==> src/rtl/jt12_wr_pkg.sv <==
// jt12_wr_sched shared definitions: register map, slot-op
// encoding, request bundle, decoder and hold-length helpers.
package jt12_wr_pkg;

  localparam logic [7:0] A_EFFECT = 8'h27;
  localparam logic [7:0] A_KEYON  = 8'h28;
  localparam logic [7:0] A_DT1    = 8'h30;
  localparam logic [7:0] A_TL     = 8'h40;
  localparam logic [7:0] A_KSAR   = 8'h50;
  localparam logic [7:0] A_AMDR   = 8'h60;
  localparam logic [7:0] A_SR     = 8'h70;
  localparam logic [7:0] A_SLRR   = 8'h80;
  localparam logic [7:0] A_SSG    = 8'h90;
  localparam logic [7:0] A_FNLO   = 8'hA0;
  localparam logic [7:0] A_FNHI   = 8'hA4;
  localparam logic [7:0] A_CH3F   = 8'hA8;
  localparam logic [7:0] A_CH3HI  = 8'hAC;
  localparam logic [7:0] A_ALG    = 8'hB0;
  localparam logic [7:0] A_PMS    = 8'hB4;

  typedef enum logic [1:0] {
    OP_S1 = 2'd0,
    OP_S3 = 2'd1,
    OP_S2 = 2'd2,
    OP_S4 = 2'd3
  } op_t;

  typedef enum logic [3:0] {
    K_NONE,
    K_KEYON,
    K_DT1,
    K_TL,
    K_KSAR,
    K_AMDR,
    K_SR,
    K_SLRR,
    K_SSG,
    K_FNLO,
    K_ALG,
    K_PMS,
    K_FNHI,
    K_FNHI3,
    K_CH3F,
    K_EFFECT
  } kind_t;

  typedef struct packed {
    logic [7:0] addr;
    logic       part;
    logic [7:0] data;
  } wr_t;

  function automatic int unsigned hold_len(
    input int unsigned n
  );
    return 4 * n;
  endfunction

  // Kinds below K_FNHI go through HOLD.
  function automatic logic is_update(
    input kind_t k
  );
    return (k != K_NONE) && (k < K_FNHI);
  endfunction

  function automatic kind_t decode(
    input logic [7:0] a,
    input logic       part,
    input logic       drop_p1
  );
    kind_t k;
    logic  bad;
    bad = (a[1:0] == 2'd3);
    k   = K_NONE;
    if (!(drop_p1 && part)) begin
      unique case (1'b1)
        a == A_EFFECT:
          k = K_EFFECT;
        a == A_KEYON:
          k = part ? K_NONE : K_KEYON;
        a[7:4] == A_DT1[7:4]:
          k = bad ? K_NONE : K_DT1;
        a[7:4] == A_TL[7:4]:
          k = bad ? K_NONE : K_TL;
        a[7:4] == A_KSAR[7:4]:
          k = bad ? K_NONE : K_KSAR;
        a[7:4] == A_AMDR[7:4]:
          k = bad ? K_NONE : K_AMDR;
        a[7:4] == A_SR[7:4]:
          k = bad ? K_NONE : K_SR;
        a[7:4] == A_SLRR[7:4]:
          k = bad ? K_NONE : K_SLRR;
        a[7:4] == A_SSG[7:4]:
          k = bad ? K_NONE : K_SSG;
        a[7:2] == A_FNLO[7:2]:
          k = bad ? K_NONE : K_FNLO;
        a[7:2] == A_FNHI[7:2]:
          k = bad ? K_NONE : K_FNHI;
        a[7:2] == A_CH3F[7:2]:
          k = (bad || part) ? K_NONE : K_CH3F;
        a[7:2] == A_CH3HI[7:2]:
          k = bad ? K_NONE : K_FNHI3;
        a[7:2] == A_ALG[7:2]:
          k = bad ? K_NONE : K_ALG;
        a[7:2] == A_PMS[7:2]:
          k = bad ? K_NONE : K_PMS;
        default:
          k = K_NONE;
      endcase
    end
    return k;
  endfunction

endpackage

==> src/rtl/jt12_wr_sched_if.sv <==
// CPU write bus into jt12_wr_sched.
// cpu_wr pulse, cpu_a {part, addr/data}, cpu_din.
interface jt12_wr_sched_if;
  logic       cpu_wr;
  logic [1:0] cpu_a;
  logic [7:0] cpu_din;

  modport master (
    output cpu_wr,
    output cpu_a,
    output cpu_din
  );

  modport slave (
    input cpu_wr,
    input cpu_a,
    input cpu_din
  );
endinterface

==> src/rtl/jt12_wr_fifo.sv <==
// 4-deep write queue. push/din in, pop/dout/empty/full out.
// A push into a full queue is dropped.
module jt12_wr_fifo #(
  parameter int W = 17
) (
  input  logic         clk,
  input  logic         rst_n,
  input  logic         push,
  input  logic [W-1:0] din,
  input  logic         pop,
  output logic [W-1:0] dout,
  output logic         empty,
  output logic         full
);
  logic [W-1:0] mem [4];
  logic [1:0]   wp;
  logic [1:0]   rp;
  logic [2:0]   cnt;
  logic         do_push;
  logic         do_pop;

  assign empty   = (cnt == 3'd0);
  assign full    = (cnt == 3'd4);
  assign do_push = push & ~full;
  assign do_pop  = pop & ~empty;
  assign dout    = mem[rp];

  always_ff @(posedge clk or negedge rst_n) begin
    if (!rst_n) begin
      wp  <= '0;
      rp  <= '0;
      cnt <= '0;
      for (int i = 0; i < 4; i++)
        mem[i] <= '0;
    end else begin
      if (do_push) begin
        mem[wp] <= din;
        wp      <= wp + 2'd1;
      end
      if (do_pop)
        rp <= rp + 2'd1;
      if (do_push && !do_pop)
        cnt <= cnt + 3'd1;
      else if (!do_push && do_pop)
        cnt <= cnt - 3'd1;
    end
  end
endmodule

==> src/rtl/jt12_wr_sched.sv <==
// Register-write scheduler: decodes CPU writes into a held up_* strobe.
// Ports: clk, rst_n, clk_en, bus (slave), busy/din/ch/op/up_*, FNUM/CH3/effect regs. Optional JT12_WRQUEUE_EN.
module jt12_wr_sched
  import jt12_wr_pkg::*;
#(
  parameter int num_ch = 6
) (
  input  logic        clk,
  input  logic        rst_n,
  input  logic        clk_en,
  jt12_wr_sched_if.slave bus,
  output logic        busy,
  output logic [7:0]  din,
  output logic [2:0]  ch,
  output logic [1:0]  op,
  output logic        up_keyon,
  output logic        up_alg,
  output logic        up_fnumlo,
  output logic        up_pms,
  output logic        up_dt1,
  output logic        up_tl,
  output logic        up_ks_ar,
  output logic        up_amen_dr,
  output logic        up_sr,
  output logic        up_sl_rr,
  output logic        up_ssgeg,
  output logic [5:0]  latch_fnum,
  output logic        effect,
  output logic [10:0] fnum_ch3op1,
  output logic [10:0] fnum_ch3op2,
  output logic [10:0] fnum_ch3op3,
  output logic [2:0]  block_ch3op1,
  output logic [2:0]  block_ch3op2,
  output logic [2:0]  block_ch3op3
);
  localparam logic [0:0] IDLE = 1'b0;
  localparam logic [0:0] HOLD = 1'b1;
  localparam logic [4:0] LOAD =
    5'(hold_len(num_ch) - 1);
  localparam logic DROP_P1 = (num_ch == 3);

  logic [0:0]  st;
  logic [4:0]  cnt;
  kind_t       kind_q;
  op_t         op_q;
  logic [7:0]  addr_q;
  logic        part_q;
  logic [5:0]  fhi_q;
  logic [5:0]  fhi3_q;
  logic [13:0] c3op1;
  logic [13:0] c3op2;
  logic [13:0] c3op3;
  wr_t         req;
  logic        req_v;
  kind_t       k;
  logic        hold;
  logic        go;
  logic        addr_wr;
  logic        data_wr;

  assign addr_wr = bus.cpu_wr & ~bus.cpu_a[0];
  assign data_wr = bus.cpu_wr & bus.cpu_a[0];
  assign hold    = (st == HOLD);

`ifdef JT12_WRQUEUE_EN
  logic q_empty;
  logic q_full;
  wr_t  q_head;

  jt12_wr_fifo #(
    .W($bits(wr_t))
  ) u_fifo (
    .clk   (clk),
    .rst_n (rst_n),
    .push  (data_wr & ~q_full),
    .din   ({addr_q, part_q, bus.cpu_din}),
    .pop   (~hold),
    .dout  (q_head),
    .empty (q_empty),
    .full  (q_full)
  );

  assign req   = q_head;
  assign req_v = ~hold & ~q_empty;
  assign busy  = hold | ~q_empty;
`else
  // The chip ignores data writes while busy.
  assign req   = '{addr: addr_q,
                   part: part_q,
                   data: bus.cpu_din};
  assign req_v = data_wr & ~hold;
  assign busy  = hold;
`endif

  assign k  = decode(req.addr, req.part, DROP_P1);
  assign go = req_v & is_update(k);

  always_ff @(posedge clk or negedge rst_n) begin
    if (!rst_n) begin
      st         <= IDLE;
      cnt        <= '0;
      kind_q     <= K_NONE;
      din        <= '0;
      ch         <= '0;
      op_q       <= OP_S1;
      latch_fnum <= '0;
    end else if (hold) begin
      if (clk_en) begin
        if (cnt == 5'd0)
          st <= IDLE;
        else
          cnt <= cnt - 5'd1;
      end
    end else if (go) begin
      st     <= HOLD;
      cnt    <= LOAD;
      kind_q <= k;
      din    <= req.data;
      ch     <= {req.part, req.addr[1:0]};
      op_q   <= op_t'(req.addr[3:2]);
      if (k == K_FNLO)
        latch_fnum <= fhi_q;
    end
  end

  always_ff @(posedge clk or negedge rst_n) begin
    if (!rst_n) begin
      addr_q <= '0;
      part_q <= 1'b0;
      fhi_q  <= '0;
      fhi3_q <= '0;
      effect <= 1'b0;
      c3op1  <= '0;
      c3op2  <= '0;
      c3op3  <= '0;
    end else begin
      if (addr_wr) begin
        addr_q <= bus.cpu_din;
        part_q <= bus.cpu_a[1];
      end
      if (req_v) begin
        case (k)
          K_FNHI:   fhi_q  <= req.data[5:0];
          K_FNHI3:  fhi3_q <= req.data[5:0];
          K_EFFECT: effect <= req.data[6];
          K_CH3F: begin
            // A8 -> op3, A9 -> op1, AA -> op2
            case (req.addr[1:0])
              2'd0:    c3op3 <= {fhi3_q, req.data};
              2'd1:    c3op1 <= {fhi3_q, req.data};
              2'd2:    c3op2 <= {fhi3_q, req.data};
              default: ;
            endcase
          end
          default: ;
        endcase
      end
    end
  end

  assign op           = op_q;
  assign up_keyon     = hold && kind_q == K_KEYON;
  assign up_dt1       = hold && kind_q == K_DT1;
  assign up_tl        = hold && kind_q == K_TL;
  assign up_ks_ar     = hold && kind_q == K_KSAR;
  assign up_amen_dr   = hold && kind_q == K_AMDR;
  assign up_sr        = hold && kind_q == K_SR;
  assign up_sl_rr     = hold && kind_q == K_SLRR;
  assign up_ssgeg     = hold && kind_q == K_SSG;
  assign up_fnumlo    = hold && kind_q == K_FNLO;
  assign up_alg       = hold && kind_q == K_ALG;
  assign up_pms       = hold && kind_q == K_PMS;

  assign fnum_ch3op1  = c3op1[10:0];
  assign fnum_ch3op2  = c3op2[10:0];
  assign fnum_ch3op3  = c3op3[10:0];
  assign block_ch3op1 = c3op1[13:11];
  assign block_ch3op2 = c3op2[13:11];
  assign block_ch3op3 = c3op3[13:11];
endmodule

==> src/flat_wrapper.sv <==
// flat-port wrapper written by rule: the top's interface ports become plain ports
module jt12_wr_sched_flat import jt12_wr_pkg::*;
#(
  parameter int num_ch = 6
)
  (clk, rst_n, clk_en, busy, din, ch, op, up_keyon, up_alg, up_fnumlo, up_pms, up_dt1, up_tl, up_ks_ar, up_amen_dr, up_sr, up_sl_rr, up_ssgeg, latch_fnum, effect, fnum_ch3op1, fnum_ch3op2, fnum_ch3op3, block_ch3op1, block_ch3op2, block_ch3op3, bus_cpu_wr, bus_cpu_a, bus_cpu_din);
  jt12_wr_sched_if bus_i ();
  input  logic clk;
  input  logic rst_n;
  input  logic clk_en;
  output logic busy;
  output logic [7:0] din;
  output logic [2:0] ch;
  output logic [1:0] op;
  output logic up_keyon;
  output logic up_alg;
  output logic up_fnumlo;
  output logic up_pms;
  output logic up_dt1;
  output logic up_tl;
  output logic up_ks_ar;
  output logic up_amen_dr;
  output logic up_sr;
  output logic up_sl_rr;
  output logic up_ssgeg;
  output logic [5:0] latch_fnum;
  output logic effect;
  output logic [10:0] fnum_ch3op1;
  output logic [10:0] fnum_ch3op2;
  output logic [10:0] fnum_ch3op3;
  output logic [2:0] block_ch3op1;
  output logic [2:0] block_ch3op2;
  output logic [2:0] block_ch3op3;
  input wire logic [$bits(bus_i.cpu_wr)-1:0] bus_cpu_wr;
  input wire logic [$bits(bus_i.cpu_a)-1:0] bus_cpu_a;
  input wire logic [$bits(bus_i.cpu_din)-1:0] bus_cpu_din;
  assign bus_i.cpu_wr = bus_cpu_wr;
  assign bus_i.cpu_a = bus_cpu_a;
  assign bus_i.cpu_din = bus_cpu_din;
  jt12_wr_sched #(.num_ch(num_ch)) u_core (.clk(clk), .rst_n(rst_n), .clk_en(clk_en), .bus(bus_i), .busy(busy), .din(din), .ch(ch), .op(op), .up_keyon(up_keyon), .up_alg(up_alg), .up_fnumlo(up_fnumlo), .up_pms(up_pms), .up_dt1(up_dt1), .up_tl(up_tl), .up_ks_ar(up_ks_ar), .up_amen_dr(up_amen_dr), .up_sr(up_sr), .up_sl_rr(up_sl_rr), .up_ssgeg(up_ssgeg), .latch_fnum(latch_fnum), .effect(effect), .fnum_ch3op1(fnum_ch3op1), .fnum_ch3op2(fnum_ch3op2), .fnum_ch3op3(fnum_ch3op3), .block_ch3op1(block_ch3op1), .block_ch3op2(block_ch3op2), .block_ch3op3(block_ch3op3));
endmodule
==> config.mk <==
export PLATFORM = sky130hd
export DESIGN_NAME = jt12_wr_sched_flat
export DESIGN_NICKNAME = d
export VERILOG_FILES = /design/src/rtl/jt12_wr_pkg.sv /design/src/rtl/jt12_wr_sched_if.sv /design/src/rtl/jt12_wr_fifo.sv /design/src/rtl/jt12_wr_sched.sv /design/src/flat_wrapper.sv
export SDC_FILE = /design/constraint.sdc
export NUM_CORES = 1
export LEC_CHECK = 0
export ABC_AREA = 1
export CAP_MARGIN = 20
export CORE_UTILIZATION = 35
export CTS_CLUSTER_SIZE = 20
export DETAILED_ROUTE_END_ITERATION = 8
export PLACE_DENSITY = 0.64
export SYNTH_ARGS = -nofsm -noshare
export SYNTH_HDL_FRONTEND = slang
export SYNTH_SLANG_ARGS = --single-unit
==> constraint.sdc <==
create_clock -name clk -period 2.75 [get_ports clk]
set_input_delay 0.825 -clock clk [delete_from_list [all_inputs] [get_ports clk]]
set_output_delay 0.825 -clock clk [all_outputs]
set_load 0.02 [all_outputs]
Yosys cells after proc, flatten, opt, wreduce, memory -nomap -nowiden
Index checks and enable logic that the tools add are counted.

cells by class
  $add $sub $neg = 1
  $lt $le $gt $ge = 1
  equality and inequality tests = 36
  multiplexer cells = 23
  bitwise logic cells = 6
  reduce and logical (&&, ||, !) cells = 26

operator list
  operator                                              count
  case mux 4 bit (15 select lines)                      1
  equality test 4 bit (second input constant)           11
  equality test 6 bit (second input constant)           6
  equality test 4 x 3 -> 1 bit (second input constant)  8
  2-to-1 mux 4 bit                                      7
  2-to-1 mux 5 bit                                      4
  equality test 8 x 6 -> 1 bit (second input constant)  2
  AND reduction 3 bit                                   5
  equality test 4 x 2 -> 1 bit (second input constant)  3
  logical AND 1 bit                                     12
  2-to-1 mux 3 bit                                      4
  AND reduction 2 bit                                   4
  logical NOT 5 bit                                     1
  2-to-1 mux 1 bit                                      5
  subtractor 5 x 1 -> 5 bit (second input constant)     1
  AND 1 bit                                             4
  equality test 2 bit (second input constant)           2
  equality test 4 x 1 -> 1 bit (second input constant)  1
  less-than comparator 4 bit (second input constant)    1
  2-to-1 mux 2 bit                                      2
  != test 2 bit (second input constant)                 2
  nonzero test 4 bit                                    1
  equality test 2 x 1 -> 1 bit (second input constant)  1
  logical NOT 2 bit                                     1
  3 further kinds                                       4

storage, ports and cells
  bits in registers = 93
  input port bits = 14
  output and inout bits = 74
  word-level logic and storage cells = 108

Longest topological paths before layout
Gate-level depths: netlist of the first run.

  depth in word-level cells = 9
  gate-level depth with buffers = 16
  depth with buffers taken out = 14

Worst setup path after synthesis of the first run
Ideal clock, no wire load.

  kind = register to output
  start point = register u_core.st, in the netlist u_core.busy
  end point = output up_alg
  arrival = 1179 ps
  data required time = 1925 ps
  setup slack = 746 ps
  stages on the path, launching flop included = 4
  buffers on the path = 1
  cells stage by stage = dfrtp_1 -> clkbuf_1 -> nand3_1 -> nor2_1

between the ends
  longest elaborated chain between the ends = 1

ends and longest elaborated chain
  element                 line                  RTL
  from (decl)             jt12_wr_sched.sv:42   logic [0:0] st;
  from (signal assigned)  jt12_wr_sched.sv:100  st <= IDLE;
  from (signal assigned)  jt12_wr_sched.sv:110  st <= IDLE;
  from (signal assigned)  jt12_wr_sched.sv:115  st <= HOLD;
  logical AND 1 bit       jt12_wr_sched.sv:171  assign up_alg = hold && kind_q == K_ALG;
  to (decl)               flat_wrapper.sv:16    output logic up_alg;

Every way passes these cells.

Final worst setup path of the first run
  start point = register u_core.st, in the netlist u_core.busy
  end point = output up_ks_ar

between the ends
  longest elaborated chain between the ends = 1

ends and longest elaborated chain
  element            line                  RTL
  logical AND 1 bit  jt12_wr_sched.sv:165  assign up_ks_ar = hold && kind_q == K_KSAR;
  to (decl)          flat_wrapper.sv:21    output logic up_ks_ar;

Every way passes these cells.

==> summary.md, run 1 <==
| Metric | Value |
|---|---|
| Die ar. | between 10000 and 15000 um^2 |
| CTS tree | done |
| Vias | roughly 3300 |
| CP peak stage delay | between 600 and 700 ps |
| # Post-CTS Setup Buffers | 0 |
| Cell-by-cell trace of the critical path | nand3_1, nor2_1, clkdlybuf4s50_1 |
| Total CTS buffers | 9 |
| Max Slew Vio Count | 0 |
| First-pass GRT wire length | roughly 16 mm |
| Maximum fanout along the worst path | 10 |
| Number of antenna violations at the first check in global routing | 0 |
| FF/Latch Area | about 2300 um^2 |
| Multi-input gate area | 1430 um^2 |
| Worst Path Required | roughly 1900 ps |
| Worst-Skew Late Latency | about 340 ps |
| Root Driver | clkbuf_16 |
| Critical-path top delay cell | clkdlybuf4s50_1 |
| Starting Density | between 30% and 40% |
| Seq/Total Area, Yosys | roughly 58% |
| Library cells used by synthesis | 28 |
| FP Rows | 38 |
| Total Routing Usage GR | between 10% and 20% |
| Pre-antenna DRT Iters | 5 |
| Sink Count | between 90 and 100 |
| Largest net degree at the start of global routing | 56 |
| Mapped Cells | roughly 460 |
| Synth-to-layout area growth | 31.6% |
| Top delay family on crit path | buffers and inverters |
| RSZ-0062 raised after global routing | no |
| Clk_skew | around 13 ps |
| N_diodes | 0 |
| Yosys warns | 0 |
| Syn Nets | about 480 |
| Mapped cell area | about 4000 um^2 |
| CP arrival | between 1500 and 2000 ps |
| Core Box Area | ~11000 um^2 |
| Area after DPL | 4980 um^2 |
| Outcome | finished clean |
| Hpwl dp | 6.63 mm |
| Max-cap violations | 0 |
| Layout cells sized above 1 | between 8 and 9% |
| Minimum clock period | 2550 ps |
| Clock buffer depth | 2 |
| Avg Inst Size Synth | approximately 8.7 um^2 |
| I/O pin count | slightly below 90 |
| Critical path class | reg2out |
| Starting DRC count in detailed routing | around 160 |
| TNS Setup | 0 ps |
| Worst path bufs/invs | 1 |
| Crit end category | output port |
| Achievable clock frequency | ~390 MHz |
| Final Hold Vio Count | 0 |
| Relative slew slack | around three fifths |
| Worst reg-to-reg setup slack | about 630 ps |
| Number of global-route vias before repair | 3193 |
| DR WL/cell | around 14 um |
| Gpl congestion | approximately 0.84 |
| Die Span Y | 109 um |
| Drt drc | 0 |
| Peak supply drop | between 0.3 and 0.4 mV |
| Setup crit start kind | register |
| Leakage power | approximately 2.5 nW |
| Reg clk slew, reported paths | approximately 70 ps |
| Worst Hold Class | in2async |
| Nets | between 500 and 600 |
| Fillers | roughly 1100 |
| Power per cell area | around 770 nW/um^2 |
| Least-Margin Pin Slew | ~630 ps |
| Yosys reg bits | 93 |
| Fin crit share | 92.9% |
| Final Cell Area | approximately 5300 um^2 |
| DRT antenna net count | 0 |
| WL final | 9.49 mm |
| Vias per std cell | around 4.8 |
| Number of I/O port buffers | 87 |
| Global route overflow | 0 |
| Setup-failing EPs final | 0 |
| Die X | 109 um |
| Htree depth | 3 |
## path summary, 6_finish.rpt
kind	end	start	depth (start not counted)
max in group asynchronous	u_core.c3op3[0]$_DFFE_PN0P_	rst_n	2
worst min register to register	u_core.latch_fnum[5]$_DFFE_PN0P_	u_core.latch_fnum[5]$_DFFE_PN0P_	2
min in group clk	u_core.latch_fnum[5]$_DFFE_PN0P_	u_core.latch_fnum[5]$_DFFE_PN0P_	2
worst max-delay path	up_ks_ar	u_core.busy$_DFF_PN0_	3
worst min-delay path	u_core.cnt[2]$_DFFE_PN0P_	rst_n	1
worst max register to register	u_core.ch[2]$_DFFE_PN0P_	u_core.addr_q[1]$_DFFE_PN0P_	11
## cells by family (layout without fill, tap and decap cells)
group | Yosys count | count (layout) | share of synthesized area (%)
AOI/OAI and AO/OA | 86 | 86 | 11.2
adders and majority gates | 2 | 2 | 0.624
buffers and inverters | 57 | 146 | 6.34
DFF | 93 | 93 | 58.1
and+or+nand+nor | 221 | 221 | 23.8
## worst reg2reg max path, delay by kind of cell, from the launching register on
kind,cells,cell delay (ps)
buf+inv,1,330
compound gates,1,140
simple gates,9,1090
flops,1,440
## sequential cells by signal, summed over array words and instances (netlist names)
register	flops
u_core.effect	1
u_core.kind_q	4
u_core.c3op2	14
u_core.cnt	5
u_core.c3op1	14
u_core.addr_q	8
u_core.ch	3
u_core.c3op3	14
u_core.op	2
u_core.part_q	1
u_core.busy	1
u_core.fhi_q	6
u_core.fhi3_q	6
u_core.din	8
u_core.latch_fnum	6
## layout by cell type, fill, tap and decap left out, drive strengths merged, types with 3 or more instances in the layout
cell	count
nand2	146
nand4	6
clkbuf	9
buf	3
inv	44
a21oi	4
clkdlybuf4s50	86
nand3	30
o21ai	81
dfrtp	93
nor2	37
## stage by stage
stage	util, %	hold WS [ps]	worst slack, ps	total power, W	instances
final	48.0	455	197	0.00406	688
after global routing	48.0	497	85.2	0.00431	688
after CTS	48.0	466	53.5	0.00410	688
after detailed placement	45.4	461	-15.1	0.00288	672
after global placement	45.4	458	113	0.00284	672
after floorplan	-	442	746	0.00242	459
## power breakdown
part           switching (W)  leakage [nW]  internal, W
sequential          0.000143          1.25      0.00155
combinational       0.000681          1.08     0.000473
clock               0.000575         0.136     0.000634
total                0.00140          2.46      0.00266
## synthesized netlist by cell type
master | number | area [um^2]
inv_1 | 36 | 135
dfrtp_1 | 93 | 2330
ha_1 | 2 | 25.0
buf_4 | 1 | 7.51
nand2_2 | 6 | 37.5
o21ai_0 | 73 | 365
nor2_4 | 1 | 11.3
buf_6 | 2 | 22.5
clkbuf_1 | 12 | 45.0
nand4_1 | 3 | 18.8
clkinv_1 | 1 | 3.75
nand3b_1 | 1 | 7.51
nand2_4 | 1 | 11.3
a21oi_2 | 1 | 8.76
nor2_1 | 32 | 120
inv_6 | 1 | 8.76
nand3_1 | 29 | 145
a21oi_1 | 3 | 15.0
nor2_2 | 4 | 25.0
o21ai_1 | 4 | 20.0
nand3_2 | 1 | 10.0
buf_12 | 1 | 20.0
nand4_2 | 3 | 37.5
o21ai_2 | 4 | 35.0
inv_2 | 3 | 11.3
nand2_1 | 139 | 522
a31oi_1 | 1 | 6.26
or2_2 | 1 | 6.26
## cell type report
cell class                 instances  share of cell area, %
clock buffer                       9                   4.27
clock inverter                     7                   1.21
tap                              140                   3.32
timing repair buffer              89                   17.0
sequential                        93                   44.1
inverter                          41                   3.01
multi-input combinational        309                   27.1
## layer usage
| metal | global-route usage, % | vias up | wire [um] |
|---|---|---|---|
| li1 | - | 1644 | - |
| met1 | 24.2 | 1532 | 4480 |
| met2 | 26.1 | 103 | 4200 |
| met3 | 5.02 | 2 | 786 |
| met4 | 5.79 | 0 | 20 |
| met5 | 0 | - | 0 |
## repair_timing
item                                    CTS  global route
hold buffers                              0             0
resized for setup                         0             1
endpoints found under the setup margin    0             5
Power figures use the tool's default switching activity.
==> inputs of run 2 (changes only) <==
Settings changed: CORE_MARGIN set to 4.
==> run 2 against run 1 <==
Fmax grew 0.30%. Count of clock-buffer cells in the layout is the same. Combinational power is essentially flat. Critical path type unchanged. Largest cell class unchanged. Highest routed layer unchanged.
==> summary.md, run 2 (synthesized netlist as in run 1, its figures left out) <==
| Metric | Value |
|---|---|
| Outcome | finished clean |
| Largest net degree at the start of global routing | 42 |
| Critical path class | reg2out |
| First-pass GRT wire length | 16.4 mm |
| Global route overflow | 0 |
| Highest-count cells in the layout ignoring fill and taps | 139 x nand2_1, 92 x dfrtp_1, 86 x clkdlybuf4s50_1 |
| Die X | 115 um |
| Starting Density | ~36% |
| Least-Margin Pin Slew | between 600 and 700 ps |
| Total CTS buffers | 9 |
| Final Hold Vio Count | 0 |
| Clk_skew | about 9.2 ps |
| DR WL/cell | 13.9 um |
| Setup ws final | roughly 200 ps |
| CTS tree | done |
| Core Box Area | 11000 um^2 |
| Final Cell Area | 5280 um^2 |
| CP peak stage delay | about 610 ps |
| Worst Hold Class | in2async |
| Power per cell area | roughly 760 nW/um^2 |
| Die Span Y | around 120 um |
| Nets | 562 |
| I/O pin count | roughly 90 |
| Setup-failing EPs final | 0 |
| RSZ-0062 raised after global routing | no |
| Fin crit share | 92.6% |
| Area after DPL | about 5000 um^2 |
| Max Slew Vio Count | 0 |
| Worst-Skew Late Latency | around 340 ps |
| Relative slew slack | 55.8% |
| Crit end category | output port |
| Number of antenna violations at the first check in global routing | 0 |
| Vias per std cell | roughly 4.7 |
| Reg clk slew, reported paths | 60 ps |
| FP Rows | 38 |
| Cell-by-cell trace of the critical path | nand3_1, nor2_1, clkdlybuf4s50_1 |
| Achievable clock frequency | a little under 400 MHz |
| Htree depth | 3 |
| Most common cell after layout, fill and taps aside | nand2_1 |
| Final core occ | a little under half |
| Hpwl dp | a little under 7 mm |
| Minimum clock period | ~2500 ps |
| Vias | ~3200 |
| Setup crit start kind | register |
| Drt drc | 0 |
| Root Driver | clkbuf_16 |
| Hold WS | about 390 ps |
| N_diodes | 0 |
| Top delay family on crit path | buffers and inverters |
| # Post-CTS Setup Buffers | 0 |
| Critical-path top delay cell | clkdlybuf4s50_1 |
| Starting DRC count in detailed routing | about 140 |
| TNS Setup | 0 ps |
| Fillers | 1072 |
| Peak supply drop | between 0.3 and 0.4 mV |
| Number of global-route vias before repair | around 3300 |
| Leakage power | 2.47 nW |
| Max-cap violations | 0 |
| Maximum fanout along the worst path | 10 |
| Layout cells sized above 1 | approximately 8.7% |
| Clock buffer depth | 2 |
| Largest registers | u_core.c3op1: 14 flops, u_core.c3op2: 14 flops, u_core.c3op3: 14 flops |
| Gpl congestion | about 0.85 |
| Pre-antenna DRT Iters | 4 |
| WL final | approximately 9.6 mm |
| Synth-to-layout area growth | 31.7% |
| Number of I/O port buffers | a little under 90 |
| Sink Count | 93 |
| Total Routing Usage GR | 15.6% |
| DRT antenna net count | 0 |
| Pre-CTS setup slack | ~5.0 ps |
| Worst path bufs/invs | 1 |
| CP arrival | around 1700 ps |
| Worst Path Required | around 1900 ps |
| Die ar. | 13200 um^2 |
==> run 2: cell types whose count changed in the layout (fill, tap and decap cells not counted), sizes merged <==
cell | previous run | this run
buf | 3 | 6
clkinv | 2 | 3
clkinvlp | 2 | 1
inv | 44 | 43
==> run 2: final timing paths <==
path	depth (start not counted)	endpoint	start	slack, ps
min in group clk	2	u_core.cnt[1]$_DFFE_PN0P_	u_core.cnt[1]$_DFFE_PN0P_	470
max in group asynchronous	2	u_core.din[2]$_DFFE_PN0P_	rst_n	1680
setup reg to reg	13	u_core.cnt[0]$_DFFE_PN0P_	u_core.addr_q[1]$_DFFE_PN0P_	680
hold reg to reg	2	u_core.cnt[1]$_DFFE_PN0P_	u_core.cnt[1]$_DFFE_PN0P_	470
hold / removal	1	u_core.cnt[2]$_DFFE_PN0P_	rst_n	390
setup / recovery	3	up_ssgeg	u_core.busy$_DFF_PN0_	200
==> run 2: final cells by class <==
| cell class | instances | area [um^2] | share of cell area, % |
|---|---|---|---|
| flip-flops and latches | 93 | 2330 | 44.1 |
| clock buffers | 9 | 225 | 4.27 |
| clock inverters | 6 | 46.3 | 0.877 |
| well taps | 140 | 175 | 3.32 |
| repair buffers | 92 | 918 | 17.4 |
| multi-input cells | 309 | 1430 | 27.0 |
| inverters | 41 | 159 | 3.01 |
==> run 2: stage by stage <==
step	std cells	power, W
global placement	675	0.00284
global route	690	0.00428
floorplan	459	0.00242
detailed placement	675	0.00288
CTS	690	0.00405
finish	690	0.00401
==> run 2: where the power goes <==
group / leakage (nW) / switching, W / internal [W] / total, W
registers: 1.25 / 0.000145 / 0.00155 / 0.00170
logic: 1.09 / 0.000676 / 0.000477 / 0.00115
clock network: 0.134 / 0.000541 / 0.000618 / 0.00116
==> run 2: what timing repair did <==
action	CTS	global route
gates resized for setup	0	1
setup endpoints to repair	0	8
endpoints found under the hold margin	0	0
hold buffers	0	0
==> run 2: layer usage <==
| layer | vias to the layer above | wire, um | global-route usage (%) | share of wire, % |
|---|---|---|---|---|
| met5 | - | 0 | 0 | 0 |
| met1 | 1495 | 4590 | 21.4 | 48 |
| met3 | 7 | 867 | 6.79 | 9.0 |
| met2 | 94 | 4080 | 22.8 | 42 |
| met4 | 0 | 76 | 3.76 | 0.79 |
| li1 | 1643 | - | - | - |
